===== config.mk =====
export PLATFORM = sky130hd
export DESIGN_NAME = instr_fetch
export DESIGN_NICKNAME = d
export VERILOG_FILES = /design/src/rtl/instr_fetch.sv
export SDC_FILE = /design/constraint.sdc
export NUM_CORES = 1
export LEC_CHECK = 0
export CAP_MARGIN = 20
export CORE_UTILIZATION = 46
export CTS_CLUSTER_DIAMETER = 80
export CTS_CLUSTER_SIZE = 24
export DETAILED_ROUTE_END_ITERATION = 10
export PLACE_DENSITY = 0.82
export RECOVER_POWER = 25
export SKIP_LAST_GASP = 1
export SLEW_MARGIN = 20
export SYNTH_ARGS = -nofsm -noshare
export SYNTH_HDL_FRONTEND = slang
export SYNTH_SLANG_ARGS = --single-unit

===== constraint.sdc =====
create_clock -name clk -period 5.4 [get_ports clk]
set_clock_uncertainty 0.15 [all_clocks]
set_input_delay 0.81 -clock clk [delete_from_list [all_inputs] [get_ports clk]]
set_output_delay 0.81 -clock clk [all_outputs]
set_load 0.05 [all_outputs]

===== src/rtl/instr_fetch.sv =====
// Instruction fetch stage: holds the PC, reads instruction memory over a req/ready
// handshake, presents the word until acknowledged, then redirects the PC.
module instr_fetch #(
    parameter logic [31:0] RESET_PC = 32'h0000_0000
) (
    input  logic        clk,
    input  logic        reset,
    output logic        imem_req,
    output logic [31:0] imem_addr,
    input  logic        imem_ready,
    input  logic [31:0] imem_rdata,
    output logic        inst_valid,
    output logic [31:0] instruction,
    output logic [31:0] inst_pc,
    input  logic        inst_ack,
    input  logic        br_taken,
    input  logic [15:0] br_imm16,
    input  logic        jump,
    input  logic [25:0] jump_imm26,
    input  logic        jr,
    input  logic [31:0] jr_target,
    output logic [31:0] pc_plus4,
    output logic        fetch_err,
    output logic [31:0] icount
);

    typedef enum logic {
        FETCH = 1'b0,
        HOLD  = 1'b1
    } state_t;

    state_t             state;
    logic        [31:0] pc;
    logic        [31:0] next_pc;
    logic signed [31:0] br_off;

    // Handshake outputs decode straight from registered state; no input-to-output path.
    assign imem_req   = (state == FETCH);
    assign inst_valid = (state == HOLD);
    assign imem_addr  = pc;
    assign pc_plus4   = inst_pc + 32'd4;

    assign br_off = {{14{br_imm16[15]}}, br_imm16, 2'b00};

    always_comb begin
        next_pc = pc_plus4;
        if (jr) begin
            next_pc = {jr_target[31:2], 2'b00};
        end else if (jump) begin
            next_pc = {pc_plus4[31:28], jump_imm26, 2'b00};
        end else if (br_taken) begin
            next_pc = pc_plus4 + br_off;
        end
    end

    always_ff @(posedge clk or posedge reset) begin
        if (reset) begin
            state       <= FETCH;
            pc          <= RESET_PC;
            instruction <= 32'd0;
            inst_pc     <= 32'd0;
            fetch_err   <= 1'b0;
            icount      <= 32'd0;
        end else begin
            case (state)
                FETCH: begin
                    if (imem_ready) begin
                        instruction <= imem_rdata;
                        inst_pc     <= pc;
                        state       <= HOLD;
                    end
                end
                HOLD: begin
                    if (inst_ack) begin
                        pc     <= next_pc;
                        icount <= icount + 32'd1;
                        state  <= FETCH;
                        // A misaligned register target is truncated but remembered.
                        if (jr && (jr_target[1:0] != 2'b00)) begin
                            fetch_err <= 1'b1;
                        end
                    end
                end
                default: state <= FETCH;
            endcase
        end
    end

endmodule


Yosys cells after proc, flatten, opt, wreduce, memory -nomap -nowiden:

Cells that the tools add are included.

* flip-flop bits (word level): 130
* bits in latches: 0
* RAM bits: 0
* bits in read-only memories: 0
* bits of input ports: 113
* output and inout bits: 163
* word-level logic and storage cells: 21
* memories kept: 0

* $add $sub $neg: 3
* $mul: 0
* divide/modulo/power cells: 0
* order comparisons: 0
* equality and inequality tests: 0
* shift operators: 0
* multiplexer cells: 6
* bitwise gates (word level): 1
* reduce and logical (&&, ||, !) cells: 5

Operators by type and width (number)
* 2-to-1 mux 32 bit: 3
* adder 32 x 1 -> 32 bit, second input constant: 1
* adder 32 x 3 -> 32 bit, second input constant: 1
* adder 32 bit: 1
* AND reduction 2 bit: 2
* AND reduction 3 bit: 1
* 2-to-1 mux 1 bit: 2
* one-hot mux 1 bit (2 select lines): 1
* nonzero test 2 bit: 1
* logical AND 1 bit: 1
* inverter 1 bit: 1

Logic depth before layout (Yosys ltp):

Gate-level depths: netlist of run 1.

* depth after elaboration: 5
* depth in mapped cells: 17
* mapped depth without buffers: 17

Least setup slack after synthesis of run 1:

No wires, ideal clock.

* path kind: register to register
* start point: register inst_pc[2]
* end point: register pc[31] (netlist: imem_addr[31])
* library setup time: 0.093 ns
* data arrival time: 4.554 ns
* data required time: 5.157 ns
* slack: 0.604 ns
* stages on the path, launching flop included: 18
* path buffers: 0
* clock period less this slack: 4.796 ns
* cells stage by stage: dfrtp_1 ha_1 nand3_1 nor2_1 and3_1 nor2b_1 nand3_1 xnor2_1 ha_1 a21oi_1 o21ai_0 a21oi_1 or3_1 o311a_1 a21oi_2 xor2_1 a21oi_1 o31ai_2

* cells in the longest elaborated chain, start to end: 5

Ends and longest elaborated chain
* start: declaration: RTL line 14 `output logic [31:0] inst_pc,`
* start signal: assignment: RTL line 69 `inst_pc <= pc;`
* adder 32 x 3 -> 32 bit: RTL line 41 `assign pc_plus4 = inst_pc + 32'd4;`
* net pc_plus4[24]: RTL line 22 `output logic [31:0] pc_plus4,`
* adder 32 bit: RTL line 52 `next_pc = pc_plus4 + br_off;`
* 2-to-1 mux 32 bit: RTL line 51 `end else if (br_taken) begin`
* 2-to-1 mux 32 bit: RTL line 49 `end else if (jump) begin`
* 2-to-1 mux 32 bit: RTL line 47 `if (jr) begin`
* end signal: assignment: RTL line 75 `pc <= next_pc;`
* end: declaration: RTL line 33 `logic [31:0] pc;`

The timed path passes the listed nets, and every way through them passes these cells.
A chain may end at the register's enable or synchronous reset.

Worst setup path in the final report of run 1:

* start point: register inst_pc[2]
* end point: output port pc_plus4[30]

* cells in the longest elaborated chain, start to end: 1

Ends and longest elaborated chain (RTL line)
* adder 32 x 3 -> 32 bit: 41
* end: declaration: 22

No other way between the ends.

==> results of run 1 <==
## placed cells by master, fill, tap and decap left out, types with 3 or more instances in the layout
master,instances
nand4_1,18
o31ai_1,3
o21a_1,6
or3_1,4
buf_4,7
o211ai_1,13
a211oi_1,6
clkbuf_16,17
ha_1,37
xor2_1,33
o22ai_1,7
nor2_1,60
nor3_1,7
clkdlybuf4s50_1,272
o21ai_0,44
clkinv_4,3
xnor2_1,50
and3_1,15
nand2b_1,4
a31oi_1,5
clkinvlp_4,3
inv_1,11
nand2_1,75
nand3_1,27
dlygate4sd3_1,3
and4_1,8
mux2i_1,11
and2_1,3
o21bai_1,5
clkbuf_1,5
a21oi_1,60
a21o_1,7
nor2b_1,5
mux2_2,64
a221oi_1,7
dfrtp_1,130
## critical path, delay by kind of cell (launching register included)
family                   cells  cell delay, ps
AND/OR/NAND/NOR              5            1330
buffers and inverters        1             880
flip-flops                   1             430
XOR/XNOR                     1             370
adder cells (fa/ha/maj)      1             220
## cell type report
type,count,area (um2),share of cell area
multi-input combinational,613,4310,0.382
tap,220,275,0.0244
sequential,130,3250,0.289
clock buffer,20,447,0.0397
clock inverter,11,106,0.00945
timing repair buffer,286,2820,0.251
inverter,13,50.0,0.00445
## worst paths after layout
kind	start	end	cells past startpoint	slack, ps
max in group asynchronous	reset	instruction[1]	3	1450
hold / removal	icount[31]	icount[31]	1	330
hold reg to reg	icount[31]	icount[31]	1	330
min in group asynchronous	reset	instruction[23]	2	1400
setup reg to reg	inst_pc[2]	imem_addr[31]	16	1140
setup / recovery	inst_pc[2]	pc_plus4[30]	8	800
## logic make-up (layout without fill, tap and decap cells)
group                      Yosys count  count (layout)  share of synthesized area
and+or+nand+nor                    237             237                      0.149
xor gates and xnor gates            83              83                     0.0940
buffers and inverters               44             330                     0.0225
muxes                               75              75                      0.107
AOI/OAI and AO/OA                  180             180                      0.144
adders and majority gates           38              38                     0.0625
DFF                                130             130                      0.421
## layer usage
layer | GRT usage | vias to the layer above
li1 | - | 3390
met5 | 0 | -
met2 | 0.483 | 327
met3 | 0.0760 | 68
met1 | 0.363 | 3507
met4 | 0.133 | 2
## per-stage QoR
stage,hold slack [ps],setup WS (ps),utilization
after floorplan,616,604,-
after global placement,313,1360,0.649
after detailed placement,322,1230,0.649
after CTS,330,854,0.683
after global routing,351,542,0.681
final,331,800,0.681
## sequential cells by signal (all words and copies together) (netlist names)
signal	cells
imem_addr	32
instruction	32
inst_valid	1
fetch_err	1
inst_pc	32
icount	32
## synth_stat cells (3+ instances only)
| library cell | count | area (um2) |
|---|---|---|
| a21oi_1 | 60 | 300 |
| mux2_2 | 64 | 721 |
| nor2_1 | 60 | 225 |
| nand3_1 | 27 | 135 |
| nor2b_1 | 5 | 31.3 |
| a31oi_1 | 5 | 31.3 |
| nand4_1 | 18 | 113 |
| or3_1 | 4 | 25.0 |
| dfrtp_1 | 130 | 3250 |
| nor3_1 | 7 | 35.0 |
| o211ai_1 | 13 | 97.6 |
| xnor2_1 | 50 | 438 |
| clkbuf_1 | 26 | 97.6 |
| and4_1 | 8 | 70.1 |
| and3_1 | 15 | 93.8 |
| ha_1 | 37 | 463 |
| o21a_1 | 6 | 45.0 |
| mux2i_1 | 11 | 110 |
| and2_1 | 4 | 25.0 |
| inv_1 | 12 | 45.0 |
| xor2_1 | 33 | 289 |
| o21ai_0 | 44 | 220 |
| nand2b_1 | 4 | 25.0 |
| a221oi_1 | 7 | 61.3 |
| a21o_1 | 7 | 52.6 |
| a211oi_1 | 6 | 45.0 |
| nand2_1 | 75 | 282 |
| o22ai_1 | 7 | 43.8 |
| o31ai_1 | 3 | 22.5 |
| o21bai_1 | 5 | 37.5 |
## power groups by stage
stage | registers [uW] | clock network [uW] | logic (uW)
after floorplan | 2330 | 0 | 1730
after global placement | 1500 | 0 | 3740
after detailed placement | 1520 | 0 | 3750
after CTS | 1510 | 1110 | 3780
after global routing | 1540 | 1150 | 4000
final | 1510 | 1090 | 3790
==> impl_metrics.ini, run 1 <==
[drt]
met3_wirelength_um = 1960
routed.top_layer = met5
postRouteAntennaNets = 0
wl_per_cell_um = 19.6
wl_met1_um = 10600
routed_wl_um = 25300
via_per_inst = 5.64
vias = 7294
firstDrtPassIters = 5
dr_wl_met2_um = 12000
drt-initial-drc-count = 460
remaining_drc_errors = 0

[critical_path]
cp_cell_sequence = ha_1 > nand3_1 > nor2_1 > nand3_1 > nor3_1 > nand3_1 > xnor2_1 > clkdlybuf4s50_1
end_kind = output port
critPathMaxStageDelay_ps = 880
crit_slowest_cell = clkdlybuf4s50_1
cpMostUsedCell = nand3_1
arrival_ps = 3640
critical_path.max_fanout = 6
worstSetupPathType = flop to output port
worst_setup_path_start_kind = flop
required_ps = 4440

[placed_design]
hpwl_um = 18600
place_inst = 1262
routabilityCongestion = 0.923
numPortBuffers = 275
place_area_um2 = 10700

[power_and_ir_drop]
switching_power_uw = 3160
p_int_uw = 3240
p_seq_frac = 0.236
clkPwrFrac = 0.171
p_leak_uw = 0.00464
sw_frac_of_total = 0.494
p_per_area_nw_per_um2 = 568
p_total_uw = 6390
combPwrFrac = 0.594
ir_drop_mv = 0.411

[timing]
rsz0062_at_grt = false
post-route-min-period_ps = 4600
drv_slew = 200
max_freq_mhz = 217
fin_crit_sh = 0.852
finalSetupViolations = 0
tightest_slew_ps = 3070
fin_setup_tns_ps = 0
slew_headroom = -1.05
hold_viol = 0

[cells_and_area]
fillCellCount = 1289
stdcell_area_um2 = 11300
antenna_cells = 0
post_route_cells_drive_above_1_share = 0.103
final_nets = 1212
syn2layout_area_growth_pct = 45.6
instances_no_fill = 1293

[global_routing]
grt_pass1_wl_um = 39400
antenna_found_initial = 1
gr-total-overflow = 0
grt_max_degree = 59
track_usage = 0.295
grt_pass1_vias = 7321

[synth]
ys_types = 55
synth_area_um2 = 7730
yosysSeqAreaShare = 0.421
yosys_register_bits = 130
synthFlopType = dfrtp_1
syn-instance-count = 787
synth.avg_cell_area_um2 = 9.83
syn_nets = 938
ys_warn_count = 0
synth_edf_count = 0
async_reset_ff_frac = 1.00

[cts]
cts_sinks = 130
clkTransAtPathRegs_ps = 60
postCtsSetupBuffers = 0
h-tree-depth = 4
root_buffer = clkbuf_16
cts_made_buffers = 17
tritoncts = built
holdBufCountCts = 0
insertion_delay_ps = 420
clock_path_buffers = 2
cts_resized = 0

[die]
fp.dieArea_um2 = 17300
fp.coreArea_um2 = 16500
pin_count = 276
start_util = 0.468
fp.dieH_um = 132
std_cell_rows = 47
fp.dieW_um = 132

[run]
drv_cap = 5

[status]
status = finished, violations left
violations = capacitance limit, slew limit

[hold_path]
worstHoldPathType = flop to flop
No activity file was read; power rests on OpenSTA's default activity.
==> run 2: changes to the inputs <==
Settings changed: ABC_CLOCK_PERIOD_IN_PS from default to 5400, SETUP_SLACK_MARGIN from default to 0.15.
==> results of run 2 <==
Final layout, timing and power as in run 1 (identical DEF).
==> run 3: changes to the inputs <==
Settings changed: ABC_CLOCK_PERIOD_IN_PS 5400 to 5000, CORE_UTILIZATION 46 to 35, PLACE_DENSITY 0.82 to default.
Clock period 5.4 ns to 5 ns, I/O delays scaled along.
==> impl_metrics.ini, run 3 (synthesis results as in run 1) <==
[cells_and_area]
syn2layout_area_growth_pct = 47.7
final_nets = 1213
post_route_cells_drive_above_1_share = 0.109
instances_no_fill = 1356
fillCellCount = 2031
final_cell_mix = 273 x clkdlybuf4s50_1, 130 x dfrtp_1, 74 x nand2_1
regArea_um2 = 3250
final_common_cell = clkdlybuf4s50_1
multi_input_area_um2 = 4320
stdcell_area_um2 = 11400

[die]
std_cell_rows = 54
fp.dieH_um = 151
start_util = 0.355
fp.dieArea_um2 = 22700
fp.coreArea_um2 = 21800
pin_count = 276
fp.dieW_um = 151

[critical_path]
r2r-end = imem_addr[31]
critPathMaxStageDelay_ps = 890
worstSetupPathType = flop to output port
timing.rr.start = inst_pc[2]
crit_slowest_cell = clkdlybuf4s50_1
cp_cell_sequence = ha_1 > nand3_1 > nor2_1 > nand3_1 > nor3_1 > nand3_1 > xnor2_1 > clkdlybuf4s50_1
arrival_ps = 3640
r2r_slack_ps = 700
cpMostUsedCell = nand3_1
end_kind = output port
r2r_cells = 16
critical_path.max_fanout = 6
required_ps = 4100
worst_setup_path_start_kind = flop

[drt]
routed_wl_um = 25900
vias = 7063
wl_per_cell_um = 19.1
remaining_drc_errors = 0
postRouteAntennaNets = 0
via_per_inst = 5.21
firstDrtPassIters = 5
drt-initial-drc-count = 390

[placed_design]
routabilityCongestion = 0.929
place_area_um2 = 10800
numPortBuffers = 275
hpwl_um = 19600
place_inst = 1323

[power_and_ir_drop]
p_seq_frac = 0.232
p_int_uw = 3560
ir_drop_mv = 0.367
combPwrFrac = 0.584
p_leak_uw = 0.00469
p_per_area_nw_per_um2 = 616
switching_power_uw = 3470
clkPwrFrac = 0.184
sw_frac_of_total = 0.493

[cts]
cts_sinks = 130
tritoncts = built
h-tree-depth = 4
clkTransAtPathRegs_ps = 70
clock_path_buffers = 2
cts_made_buffers = 17
root_buffer = clkbuf_16
cts_resized = 0
insertion_delay_ps = 420
holdBufCountCts = 0
postCtsSetupBuffers = 0

[timing]
slew_headroom = -0.968
drv_slew = 122
hold_viol = 0
rsz0062_at_grt = false
finalSetupViolations = 0
fin_crit_sh = 0.909
post-route-min-period_ps = 4540
tightest_slew_ps = 2950
max_freq_mhz = 220
fin_setup_tns_ps = 0

[global_routing]
grt_pass1_vias = 6869
track_usage = 0.234
gr-total-overflow = 0
grt_pass1_wl_um = 40000
grt_max_degree = 78
antenna_found_initial = 1

[hold_path]
min_from = fetch_err
hold-path-endpoint = fetch_err
whs_path_depth = 1
worstHoldPathType = flop to flop

[status]
violations = capacitance limit, slew limit
status = finished, violations left

[run]
drv_cap = 2
run 3: changes by cell type in the layout (fill, tap and decap cells not counted), moves of 2 or more:
| cell | previous run | this run |
|---|---|---|
| buf_4 | 7 | 9 |
| clkbuf_1 | 5 | 1 |
| clkinvlp_4 | 3 | 1 |
| inv_6 | 2 | 7 |
run 3: area by class of cell:
cell class | instances | area share
Tap cell | 280 | 0.0307
Sequential cell | 130 | 0.285
Clock buffer | 18 | 0.0385
Antenna cell | 1 | 0.000219
Timing Repair Buffer | 287 | 0.249
Clock inverter | 14 | 0.0142
Inverter | 13 | 0.00427
Multi-Input combinational cell | 613 | 0.378
run 3: worst max path at each step:
stage,slack (ps),endpoint,startpoint,cells past startpoint
4_1_cts,470,pc_plus4[30],inst_pc[2],8
6_report,460,pc_plus4[30],inst_pc[2],8
3_3_place_gp,920,imem_addr[23],inst_pc[2],16
5_1_grt,210,pc_plus4[30],inst_pc[2],8
3_5_place_dp,820,imem_addr[31],inst_pc[2],16
2_1_floorplan,200,imem_addr[31],inst_pc[2],17
run 3: layer usage:
metal,global-route usage,share of wire,routed length [um]
met3,0.0655,0.071,1850
met4,0.0700,0.018,468
met2,0.376,0.47,12300
met5,0,0,0
met1,0.306,0.44,11300
run 3: power groups by stage:
| stage | Clock, uW | Combinational (uW) | Sequential (uW) |
|---|---|---|---|
| after floorplan | 0 | 1860 | 2510 |
| after global placement | 0 | 4110 | 1640 |
| after detailed placement | 0 | 4100 | 1650 |
| after CTS | 1320 | 4120 | 1630 |
| after global routing | 1360 | 4380 | 1680 |
| final | 1290 | 4110 | 1630 |
run 3: critical path, delay by kind of cell, from the launching register on:
family,cells,cell delay (ps)
adders and majority gates,1,210
buffers and inverters,1,890
and+or+nand+nor,5,1280
xor gates and xnor gates,1,410
DFF,1,430
run 3: through the flow:
step / util / total power, uW / setup WS, ps / hold slack, ps
4_1_cts: 0.525 / 7080 / 470 / 336
3_3_place_gp: 0.498 / 5750 / 920 / 315
3_5_place_dp: 0.498 / 5750 / 816 / 315
5_1_grt: 0.525 / 7420 / 206 / 373
6_report: 0.525 / 7030 / 455 / 329
2_1_floorplan: - / 4380 / 204 / 616
